--- src/rtl/pll_supervisor.sv ---
// Supervises the 48 MHz PLL: holds sys_rst until lock has been stable, then
// measures the clock against a slow reference toggle and counts lock losses.
module pll_supervisor #(
    parameter int STABLE_CYCLES = 4800,
    parameter int EXPECT_CYCLES = 4096,
    parameter int TOL_CYCLES    = 8
) (
    input  logic        clk_48mhz,
    input  logic        reset,
    input  logic        locked,
    input  logic        ref_toggle,
    output logic        sys_rst,
    output logic        ready,
    output logic        freq_err,
    output logic [15:0] interval,
    output logic [7:0]  lock_lost_count
);

    localparam int SC_W = (STABLE_CYCLES > 1) ? $clog2(STABLE_CYCLES) : 1;
    localparam logic [SC_W-1:0]   STABLE_LAST  = SC_W'(STABLE_CYCLES - 1);
    localparam logic [15:0]       TIMEOUT_PREV = 16'(EXPECT_CYCLES + TOL_CYCLES);
    localparam logic signed [17:0] EXPECT_S    = 18'(EXPECT_CYCLES);
    localparam logic signed [17:0] TOL_S       = 18'(TOL_CYCLES);

    typedef enum logic [1:0] {ST_WAIT, ST_STABLE, ST_RUN} state_t;

    state_t          state_q;
    logic            lk_meta_q, lk_s_q;
    logic            rt_meta_q, rt_s_q, rt_prev_q;
    logic [SC_W-1:0] stable_cnt_q;
    logic [15:0]     int_cnt_q;
    logic            armed_q;
    logic            sys_rst_q, ready_q, freq_err_q;
    logic [15:0]     interval_q;
    logic [7:0]      lost_q;

    logic            rt_edge_d;
    logic [16:0]     meas_d;
    logic            tol_err_d;

    function automatic logic [15:0] sat_inc16(input logic [15:0] v);
        return (v == 16'hFFFF) ? v : v + 16'd1;
    endfunction

    function automatic logic [7:0] sat_inc8(input logic [7:0] v);
        return (v == 8'hFF) ? v : v + 8'd1;
    endfunction

    function automatic logic [15:0] sat_to16(input logic [16:0] v);
        return v[16] ? 16'hFFFF : v[15:0];
    endfunction

    // Signed 18-bit difference so the magnitude test cannot wrap.
    function automatic logic out_of_tol(input logic [16:0] meas);
        logic signed [17:0] diff;
        logic signed [17:0] mag;
        diff = $signed({1'b0, meas}) - EXPECT_S;
        mag  = (diff < 0) ? -diff : diff;
        return mag > TOL_S;
    endfunction

    assign rt_edge_d = rt_s_q ^ rt_prev_q;
    assign meas_d    = {1'b0, int_cnt_q} + 17'd1;
    assign tol_err_d = out_of_tol(meas_d);

    always_ff @(posedge clk_48mhz) begin
        if (reset) begin
            state_q      <= ST_WAIT;
            lk_meta_q    <= 1'b0;
            lk_s_q       <= 1'b0;
            rt_meta_q    <= 1'b0;
            rt_s_q       <= 1'b0;
            rt_prev_q    <= 1'b0;
            stable_cnt_q <= '0;
            int_cnt_q    <= '0;
            armed_q      <= 1'b0;
            sys_rst_q    <= 1'b1;
            ready_q      <= 1'b0;
            freq_err_q   <= 1'b0;
            interval_q   <= '0;
            lost_q       <= '0;
        end else begin
            lk_meta_q <= locked;
            lk_s_q    <= lk_meta_q;
            rt_meta_q <= ref_toggle;
            rt_s_q    <= rt_meta_q;
            rt_prev_q <= rt_s_q;

            case (state_q)
                ST_WAIT: begin
                    sys_rst_q <= 1'b1;
                    ready_q   <= 1'b0;
                    if (lk_s_q) begin
                        state_q      <= ST_STABLE;
                        stable_cnt_q <= '0;
                    end
                end
                ST_STABLE: begin
                    if (!lk_s_q) begin
                        state_q      <= ST_WAIT;
                        stable_cnt_q <= '0;
                    end else if (stable_cnt_q == STABLE_LAST) begin
                        state_q      <= ST_RUN;
                        stable_cnt_q <= '0;
                        sys_rst_q    <= 1'b0;
                        ready_q      <= 1'b1;
                    end else begin
                        stable_cnt_q <= stable_cnt_q + SC_W'(1);
                    end
                end
                ST_RUN: begin
                    // Lock loss outranks a coincident reference edge.
                    if (!lk_s_q) begin
                        state_q    <= ST_WAIT;
                        sys_rst_q  <= 1'b1;
                        ready_q    <= 1'b0;
                        lost_q     <= sat_inc8(lost_q);
                        freq_err_q <= 1'b0;
                        armed_q    <= 1'b0;
                        int_cnt_q  <= '0;
                    end else if (rt_edge_d) begin
                        int_cnt_q <= '0;
                        armed_q   <= 1'b1;
                        if (armed_q) begin
                            interval_q <= sat_to16(meas_d);
                            freq_err_q <= tol_err_d;
                        end
                    end else begin
                        int_cnt_q <= sat_inc16(int_cnt_q);
                        if (armed_q && int_cnt_q == TIMEOUT_PREV) begin
                            freq_err_q <= 1'b1;
                        end
                    end
                end
                default: state_q <= ST_WAIT;
            endcase
        end
    end

    assign sys_rst         = sys_rst_q;
    assign ready           = ready_q;
    assign freq_err        = freq_err_q;
    assign interval        = interval_q;
    assign lock_lost_count = lost_q;

endmodule

--- config.mk ---
export PLATFORM = sky130hd
export DESIGN_NAME = pll_supervisor
export DESIGN_NICKNAME = d
export VERILOG_FILES = /design/src/rtl/pll_supervisor.sv
export SDC_FILE = /design/constraint.sdc
export NUM_CORES = 1
export LEC_CHECK = 0
export CAP_MARGIN = 40
export CORE_MARGIN = 3
export CORE_UTILIZATION = 45
export CTS_CLUSTER_DIAMETER = 80
export DETAILED_ROUTE_END_ITERATION = 10
export GPL_TIMING_DRIVEN = 0
export PLACE_DENSITY_LB_ADDON = 0.1
export SLEW_MARGIN = 20
export SYNTH_ARGS = -nofsm -noshare
export SYNTH_HDL_FRONTEND = slang
export SYNTH_SLANG_ARGS = --single-unit
--- constraint.sdc ---
create_clock -name clk_48mhz -period 5.6 [get_ports clk_48mhz]
set_clock_uncertainty 0.15 [all_clocks]
set_input_delay 1.12 -clock clk_48mhz [delete_from_list [all_inputs] [get_ports clk_48mhz]]
set_output_delay 1.12 -clock clk_48mhz [all_outputs]
set_load 0.005 [all_outputs]
=== Word-level counts from Yosys, hierarchy flattened ===
Index checks and enable logic that the tools add are counted.

* Register bits: 64
* Bits of input ports: 4
* Output and inout port bits: 27
* Word-level logic and storage cells: 80

* $add $sub $neg: 6
* Order comparisons: 2
* Equal/unequal tests: 15
* Muxes and demuxes: 28
* Bitwise operators: 3
* Reduce and logical (&&, ||, !) cells: 12

{| class="wikitable"
|+ Operators with widths
! kind !! number
|-
| $mux 16 || 4
|-
| $mux 13 || 3
|-
| $pmux 13 s2 || 1
|-
| $gt 18x5->1 const B || 1
|-
| $lt 18x1->1 const B || 1
|-
| $mux 18 || 1
|-
| $neg 18->18 || 1
|-
| $sub 17x13->18 const B || 1
|-
| $add 16x1->17 const B || 1
|-
| $add 16x1->16 const B || 1
|-
| $eq 16x13->1 const B || 1
|-
| $eq 16x16->1 const B || 1
|-
| $add 13x1->13 const B || 1
|-
| $eq 13x13->1 const B || 1
|-
| $mux 1 || 12
|-
| $ne 3x3->1 const B || 3
|-
| $reduce_and 3->1 || 3
|-
| $add 8x1->8 const B || 1
|-
| $eq 8x8->1 const B || 1
|-
| $mux 2 || 4
|-
| $ne 2x2->1 const B || 4
|-
| $reduce_and 4->1 || 2
|-
| $pmux 1 s3 || 2
|-
| $pmux 2 s3 || 1
|-
| other kinds (11) || 14
|}

=== Logic depth before layout (Yosys ltp) ===
Gate-level depths: netlist of run 1.

* Depth in word-level cells: 8
* Gate-level depth with buffers: 12
* Mapped depth without buffers: 11

=== Worst setup path before layout of run 1 ===
OpenSTA, ideal clock, no wires.

* Path type: register -> register
* Start: reg int_cnt_q[1]
* End: reg freq_err_q, in the netlist freq_err
* Setup time: 0.131 ns
* Arrival time: 2.352 ns
* Required time: 5.319 ns
* Path slack: 2.966 ns
* Stages on the path, launching flop included: 11
* Path buffers: 1
* Period minus slack after synthesis: 2.634 ns
* Cells stage by stage: dfxtp_1 clkbuf_1 inv_1 ha_1 nor2b_1 o21ai_0 o2bb2ai_1 a2111oi_2 a221oi_1 a2111oi_2 a31oi_1

* Cells in the longest elaborated chain, start to end: 8
* Elaborated cells on any way between the ends: 13
* Classes of those cells: add/sub: 3; order compare: 2; eq/ne: 2; mux: 4; reduce/logical: 2

{| class="wikitable"
|+ RTL lines
! what !! line !! text
|-
| start, declared || 31 || <nowiki>logic [15:0] int_cnt_q;</nowiki>
|-
| start signal, assigned || 129 || <nowiki>int_cnt_q <= sat_inc16(int_cnt_q);</nowiki>
|-
| $add 16x1->17 || 63 || <nowiki>assign meas_d = {1'b0, int_cnt_q} + 17'd1;</nowiki>
|-
| $sub 17x13->18 || 57 || <nowiki>diff = $signed({1'b0, meas}) - EXPECT_S;</nowiki>
|-
| $neg 18->18 / $lt 18x1->1 (equally long branches) || 58 || <nowiki>mag = (diff < 0) ? -diff : diff;</nowiki>
|-
| $mux 18 || 58 ||
|-
| $gt 18x5->1 || 59 || <nowiki>return mag > TOL_S;</nowiki>
|-
| $mux 1 || 124 || <nowiki>if (armed_q) begin</nowiki>
|-
| $mux 1 || 121 || <nowiki>end else if (rt_edge_d) begin</nowiki>
|-
| $mux 1 || 113 || <nowiki>if (!lk_s_q) begin</nowiki>
|-
| end signal, assigned || 126 || <nowiki>freq_err_q <= tol_err_d;</nowiki>
|-
| end, declared || 33 || <nowiki>logic sys_rst_q, ready_q, freq_err_q;</nowiki>
|}

Parallel ways exist; a longest one is shown, timed or not. The select of a mux whose other input is x is not followed.
A chain may end at the register's enable or synchronous reset.

=== Worst setup path after layout of run 1 ===
Ends and elaborated chain as after synthesis.

==> flow_summary.yaml, run 1 <==
synthesis:
  netlist_area_um2: 3660
  ys_types: 66
  synth_flop_cell: "dfxtp_1"
  synth_nets: 470
  ys_ff_latch: 64
  syn_avg_cell_area_um2: 7.96
  synth_edf_count: 0
  synthArstFlopShare_pct: 0
  syn-instance-count: 460
  ys_warn_count: 0
  ys_seq_area_share_pct: 35.0
setup_path:
  required_ns: 5.67
  cp-end-kind: "flip-flop"
  worstSetupStartpointType: "flip-flop"
  worst_r2r_endpoint: "freq_err"
  reg2reg_slack_ns: 2.51
  crit_fanout: 10
  startpoint: "int_cnt_q[1]"
  reg2regPathDepth: 10
  reg2reg_from: "int_cnt_q[1]"
  setup.worst_path.end: "freq_err"
  critPathSlowestCell: "dfxtp_1"
  crit_top_cell: "a2111oi_2"
  critical-path-max-stage-delay_ns: 0.41
  crit_arrival_ns: 3.16
  path_cells: "clkbuf_1 -> inv_1 -> ha_1 -> nor2b_1 -> o21ai_0 -> o2bb2ai_1 -> a2111oi_2 -> a221oi_1 -> a2111oi_2 -> a31oi_1"
  path_class: "reg2reg"
sta:
  fmax_mhz: 324
  min_period_over_period_pct: 55.1
  setup_tns_ns: 0
  fin_crit_ns: 3.09
  hold_violations: 0
  setup_viol: 0
  rsz0062_at_grt: "no"
  tightestPinTransition_ns: 0.692
  maxSlewViolCount: 0
  fin_ws_ns: 2.51
  slew-limit-headroom_pct: 53.6
floorplan:
  rows: 32
  die_height_um: 96.2
  die_w_um: 96.2
  core-area_um2: 7810
  dieArea_um2: 9260
  start_util_pct: 46.9
  pin_count: 31
global_routing:
  first_global_vias: 3274
  track_usage_pct: 22.7
  grt-ovfl-total: 0
  grt_pass1_wl_um: 16100
  antenna_found_initial: 0
  grt_max_degree: 11
drt:
  route.met3.wl_um: 667
  routed.top_layer: "met4"
  wl_met1_um: 4690
  wl_um: 9950
  drt-vias-per-instance: 5.85
  first_pass_iters: 5
  drt_iter0_drc: 408
  ant_nets: 0
  vias: 3556
  dr_wl_met2_um: 4410
  wl_per_cell_um: 16.4
  drc_errors: 0
job:
  maxCapViolCount: 0
clocking:
  clock_sinks: 64
  insertion_delay_ns: 0.35
  clk_pin_slew_ns: 0.08
  postCtsSetupRepairBufs: 0
  cts_tree: "built"
  root_buffer: "clkbuf_8"
  htreeDepth: 3
  clockBufferDepth: 2
  numCtsBuffers: 9
  ctsResizeCount: 0
  hold_buffers: 0
layout:
  antennaDiodeCount: 0
  layout.nets: 511
  multi_input_area_um2: 2190
  drive_above_1_share_pct: 7.51
  area_delta_synth_final_pct: 16.1
  area.sequential_um2: 1280
  fill_cells: 804
placed_design:
  dpl.hpwl_um: 7280
  numPortBuffers: 29
  gp_congestion: 1.00
  pre_cts_ws_ns: 2.55
pwr:
  combPwrFrac_pct: 2.8
  p_clk_share_pct: 41.8
  p_int_mw: 0.636
  p_sw_share_pct: 23.2
  switchingPower_mw: 0.192
  p_per_area_nw_per_um2: 195
  power_frac_seq_pct: 55.4
  power_mw: 0.828
  p_leak_nw: 1.44
  vdd_drop_max_uv: 128
min_path:
  worstHoldPathType: "reg2reg"
outcome:
  outcome: "complete, no violations"
[placed cells by master, fill, tap and decap left out, types with 13 or more instances in the layout]
cell type,count
clkbuf_1,26
nor2_1,70
nor3_1,17
xor2_1,13
xnor2_1,17
clkdlybuf4s50_1,29
nand3_1,19
a21oi_1,26
o21ai_0,20
nand4_1,14
nand2_1,26
dfxtp_1,64
[worst max-delay path: cells and delay by family (launching register included)]
| family | cells | cell delay (ns) |
|---|---|---|
| flops | 1 | 0.41 |
| compound gates | 6 | 1.26 |
| buf+inv | 2 | 0.51 |
| fa+ha+maj | 1 | 0.34 |
| simple gates | 1 | 0.28 |
[per-layer routing]
| layer | up-vias | track usage [%] |
|---|---|---|
| met5 | - | 0 |
| met4 | 0 | 7.23 |
| met3 | 21 | 5.79 |
| met2 | 116 | 34.6 |
| met1 | 1667 | 31.1 |
| li1 | 1752 | - |
[through the flow]
step / util, % / cells / cell area [um^2] / hold WS, ns
CTS: 54.5 / 608 / 4250 / 0.304
finish: 54.5 / 608 / 4250 / 0.297
global placement: 52.3 / 591 / 4080 / 0.284
detailed placement: 52.3 / 592 / 4090 / 0.281
global route: 54.5 / 608 / 4250 / 0.314
floorplan: - / 460 / 3660 / 0.264
[cells in the mapped netlist, drive strengths merged (3+ instances only)]
cell	n	area, um^2
nor3	17	85.1
a2111oi	3	38.8
and2	4	25.0
nand4	15	100
a31oi	7	43.8
buf	10	58.8
nor2	70	263
a211oi	5	37.5
and3	7	43.8
nand3b	3	22.5
and4	4	35.0
a21oi	26	130
a311oi	8	70.1
mux2i	3	30.0
nor4b	3	32.5
nor3b	5	37.5
nand2b	4	25.0
xor2	14	130
xnor2	17	149
dfxtp	64	1280
o22ai	5	31.3
ha	6	75.1
a22oi	3	22.5
clkbuf	23	86.3
a211o	4	35.0
o211ai	3	22.5
nand4b	3	26.3
nor2b	8	50.1
nand3	20	105
o21ai	21	105
inv	12	45.0
nor4	8	77.6
nand2	26	97.6
or3	4	25.0
[power groups by stage]
stage / sequential [mW] / clock [mW] / combinational (mW)
3_3_place_gp: 0.469 / 0 / 0.0235
2_1_floorplan: 0.469 / 0 / 0.0158
3_5_place_dp: 0.469 / 0 / 0.0237
6_report: 0.459 / 0.346 / 0.0235
5_1_grt: 0.458 / 0.379 / 0.0264
4_1_cts: 0.458 / 0.358 / 0.0239
[final cells by class]
type,count,area share [%]
Multi-Input combinational cell,351,51.5
Inverter,12,1.06
Sequential cell,64,30.1
Buffer,33,3.41
Clock buffer,13,3.50
Tap cell,102,3.00
Timing Repair Buffer,30,6.95
Clock inverter,3,0.412
[logic make-up after synthesis]
kind of cell / Yosys count / synth area share [%]
and+or+nand+nor: 209 / 30.6
adders and majority gates: 6 / 2.05
DFF: 64 / 35.0
muxes: 4 / 1.13
buffers and inverters: 45 / 5.19
AOI/OAI and AO/OA: 101 / 18.4
xor gates and xnor gates: 31 / 7.62
[worst min path at each step]
stage | cells after the start | from | end | slack (ns)
global route | 1 | lk_meta_q | lk_s_q | 0.31
finish | 1 | lk_meta_q | lk_s_q | 0.30
global placement | 1 | lk_meta_q | lk_s_q | 0.28
CTS | 1 | lk_meta_q | lk_s_q | 0.30
detailed placement | 1 | lk_meta_q | lk_s_q | 0.28
floorplan | 1 | lk_meta_q | lk_s_q | 0.26
[state kept, by name, indices dropped and copies added, names as in the netlist]
register and count:
armed_q 1, freq_err 1, int_cnt_q 16, interval 16, lk_meta_q 1, lk_s_q 1, lock_lost_count 8, ready 1
rt_meta_q 1, rt_prev_q 1, rt_s_q 1, stable_cnt_q 13, state_q 2, sys_rst 1
Note: power is estimated with default switching activity, not from simulation.
==> run 2, diff against run 1 <==
==> constraint.sdc (replaced) <==
create_clock -name clk_48mhz -period 2.83 [get_ports clk_48mhz]
set_clock_uncertainty 0.15 [all_clocks]
set_input_delay 0.566 -clock clk_48mhz [delete_from_list [all_inputs] [get_ports clk_48mhz]]
set_output_delay 0.566 -clock clk_48mhz [all_outputs]
set_load 0.005 [all_outputs]
==> run 2 against run 1 <==
Against the previous run:
- worst hold slack barely moved
- sequential power rose by 97%
- total power grew 99%
- utilization increased by 3.4 points
- non-clock buffer count up 8
- highest routed layer unchanged
- wire length increased by 3.5%
- via count increased by 1.1%
- flip-flop and latch count unchanged
- critical endpoint unchanged
- sequential share of layout area down 1.5 points
- die area unchanged
==> flow_summary.yaml, run 2 (synthesis gave the netlist of run 1 again) <==
floorplan:
  dieArea_um2: 9260
  pin_count: 31
  die_height_um: 96.2
  core-area_um2: 7810
  start_util_pct: 46.9
  die_w_um: 96.2
  rows: 32
global_routing:
  track_usage_pct: 22.7
  grt_max_degree: 11
  antenna_found_initial: 0
  grt_pass1_wl_um: 16200
  grt-ovfl-total: 0
  first_global_vias: 3290
sta:
  fin_crit_ns: 2.72
  fmax_mhz: 367
  slew-limit-headroom_pct: 58.2
  maxSlewViolCount: 0
  setup_viol: 0
  min_period_over_period_pct: 96.2
  tightestPinTransition_ns: 0.627
  hold_violations: 0
  setup_tns_ns: 0
layout:
  area_delta_synth_final_pct: 23.3
  fill_cells: 773
  layout_common_cells: "nor2_1 (70), dfxtp_1 (59), clkdlybuf4s50_1 (29)"
  final_core_util_pct: 57.8
  drive_above_1_share_pct: 13.6
  antennaDiodeCount: 0
  layout.nets: 519
  final_common_cell: "nor2_1"
  fin_cells: 616
job:
  maxCapViolCount: 0
pwr:
  power_frac_seq_pct: 54.9
  p_int_mw: 1.26
  combPwrFrac_pct: 2.9
  p_leak_nw: 1.59
  p_sw_share_pct: 23.7
  switchingPower_mw: 0.391
  p_per_area_nw_per_um2: 365
  vdd_drop_max_uv: 256
  p_clk_share_pct: 42.2
  power_mw: 1.65
placed_design:
  dpl.hpwl_um: 7280
  numPortBuffers: 29
  gp_congestion: 1.00
  place_inst: 592
setup_path:
  worstSetupStartpointType: "flip-flop"
  crit_fanout: 5
  critical-path-max-stage-delay_ns: 0.45
  required_ns: 2.91
  crit_top_cell: "nand4_1"
  critPathSlowestCell: "dfxtp_1"
  path_cells: "nand4_1 -> nor4_4 -> mux2_4 -> nor4b_4 -> nand4_1 -> a32oi_1 -> a31oi_1"
  cp_num_buf_inv: 0
  cp-end-kind: "flip-flop"
  crit_arrival_ns: 2.80
  critical-path-top-delay-family: "simple AND/OR/NAND/NOR gates"
  path_class: "reg2reg"
clocking:
  clockBufferDepth: 2
  clk_pin_slew_ns: 0.07
  htreeDepth: 3
  root_buffer: "clkbuf_8"
  cts_tree: "built"
  clock_sinks: 64
  numCtsBuffers: 9
  insertion_delay_ns: 0.35
  hold_buffers: 0
min_path:
  worstHoldPathType: "reg2reg"
drt:
  drt-vias-per-instance: 5.84
  drc_errors: 0
  wl_um: 10300
  first_pass_iters: 5
  wl_per_cell_um: 16.7
  vias: 3596
  drt_iter0_drc: 391
  ant_nets: 0
outcome:
  outcome: "complete, no violations"
==> run 2: cell types whose count changed in the layout (fill, tap and decap cells not counted), sizes merged <==
cell,delta
clkbuf,-1
buf,+9
==> run 2: stage by stage <==
stage	hold WS [ns]	area (um^2)	setup slack, ns
after CTS	0.304	4280	0.00869
after floorplan	0.264	3660	0.196
after global routing	0.314	4520	-0.0278
after detailed placement	0.281	4090	-0.216
after global placement	0.284	4080	-0.168
final	0.298	4520	0.106
==> run 2: what timing repair did <==
action	CTS	global route
endpoints found under the hold margin	0	0
setup buffers	0	10
resized for setup	8	38
gates cloned	0	0
pin swaps	0	6
endpoints found under the setup margin	11	10
==> run 2: final timing paths <==
kind                       from       end  slack (ns)  cells past startpoint
setup / recovery  int_cnt_q[12]  freq_err        0.11                      7
hold / removal        lk_meta_q    lk_s_q        0.30                      1
hold reg to reg       lk_meta_q    lk_s_q        0.30                      1
setup reg to reg  int_cnt_q[12]  freq_err        0.11                      7
==> run 2: worst reg2reg max path: cells and delay by family, from the launching register on <==
family | cells | cell delay, ns
AO/OA/AOI/OAI | 2 | 0.40
flip-flops | 1 | 0.45
multiplexers | 1 | 0.37
AND/OR/NAND/NOR | 4 | 1.23
==> run 2: layer usage <==
| layer | up-vias | track usage (%) | part of all wire (%) |
|---|---|---|---|
| met2 | 116 | 35.0 | 46 |
| li1 | 1761 | - | - |
| met1 | 1702 | 31.1 | 47 |
| met5 | - | 0 | 0 |
| met3 | 17 | 5.79 | 6.1 |
| met4 | 0 | 6.99 | 1.3 |
==> run 2: area by class of cell <==
class                           instances  area [um^2]  area share, %
Multi-Input combinational cell        351         2360           52.2
Sequential cell                        64         1290           28.6
Timing Repair Buffer                   40          370           8.20
Buffer                                 31          156           3.46
Clock buffer                           13          149           3.30
Tap cell                              102          128           2.83
Inverter                               12         45.0          0.998
Clock inverter                          3         17.5          0.388
==> run 2: power groups by stage <==
stage | combinational [mW] | sequential [mW] | clock (mW)
2_1_floorplan | 0.0312 | 0.927 | 0
3_3_place_gp | 0.0465 | 0.928 | 0
4_1_cts | 0.0473 | 0.907 | 0.708
3_5_place_dp | 0.0470 | 0.928 | 0
5_1_grt | 0.0529 | 0.905 | 0.752
6_report | 0.0473 | 0.905 | 0.695
==> run 3, diff against run 2 <==
--- a/config.mk
+++ b/config.mk
@@ -9,6 +9,7 @@
 export CORE_MARGIN = 3
 export CORE_UTILIZATION = 45
 export CTS_CLUSTER_DIAMETER = 80
+export CTS_CLUSTER_SIZE = 8
 export DETAILED_ROUTE_END_ITERATION = 10
 export GPL_TIMING_DRIVEN = 0
 export PLACE_DENSITY_LB_ADDON = 0.1
==> results of run 3 <==
No change in the layout: final DEF, timing and power equal those of run 2.
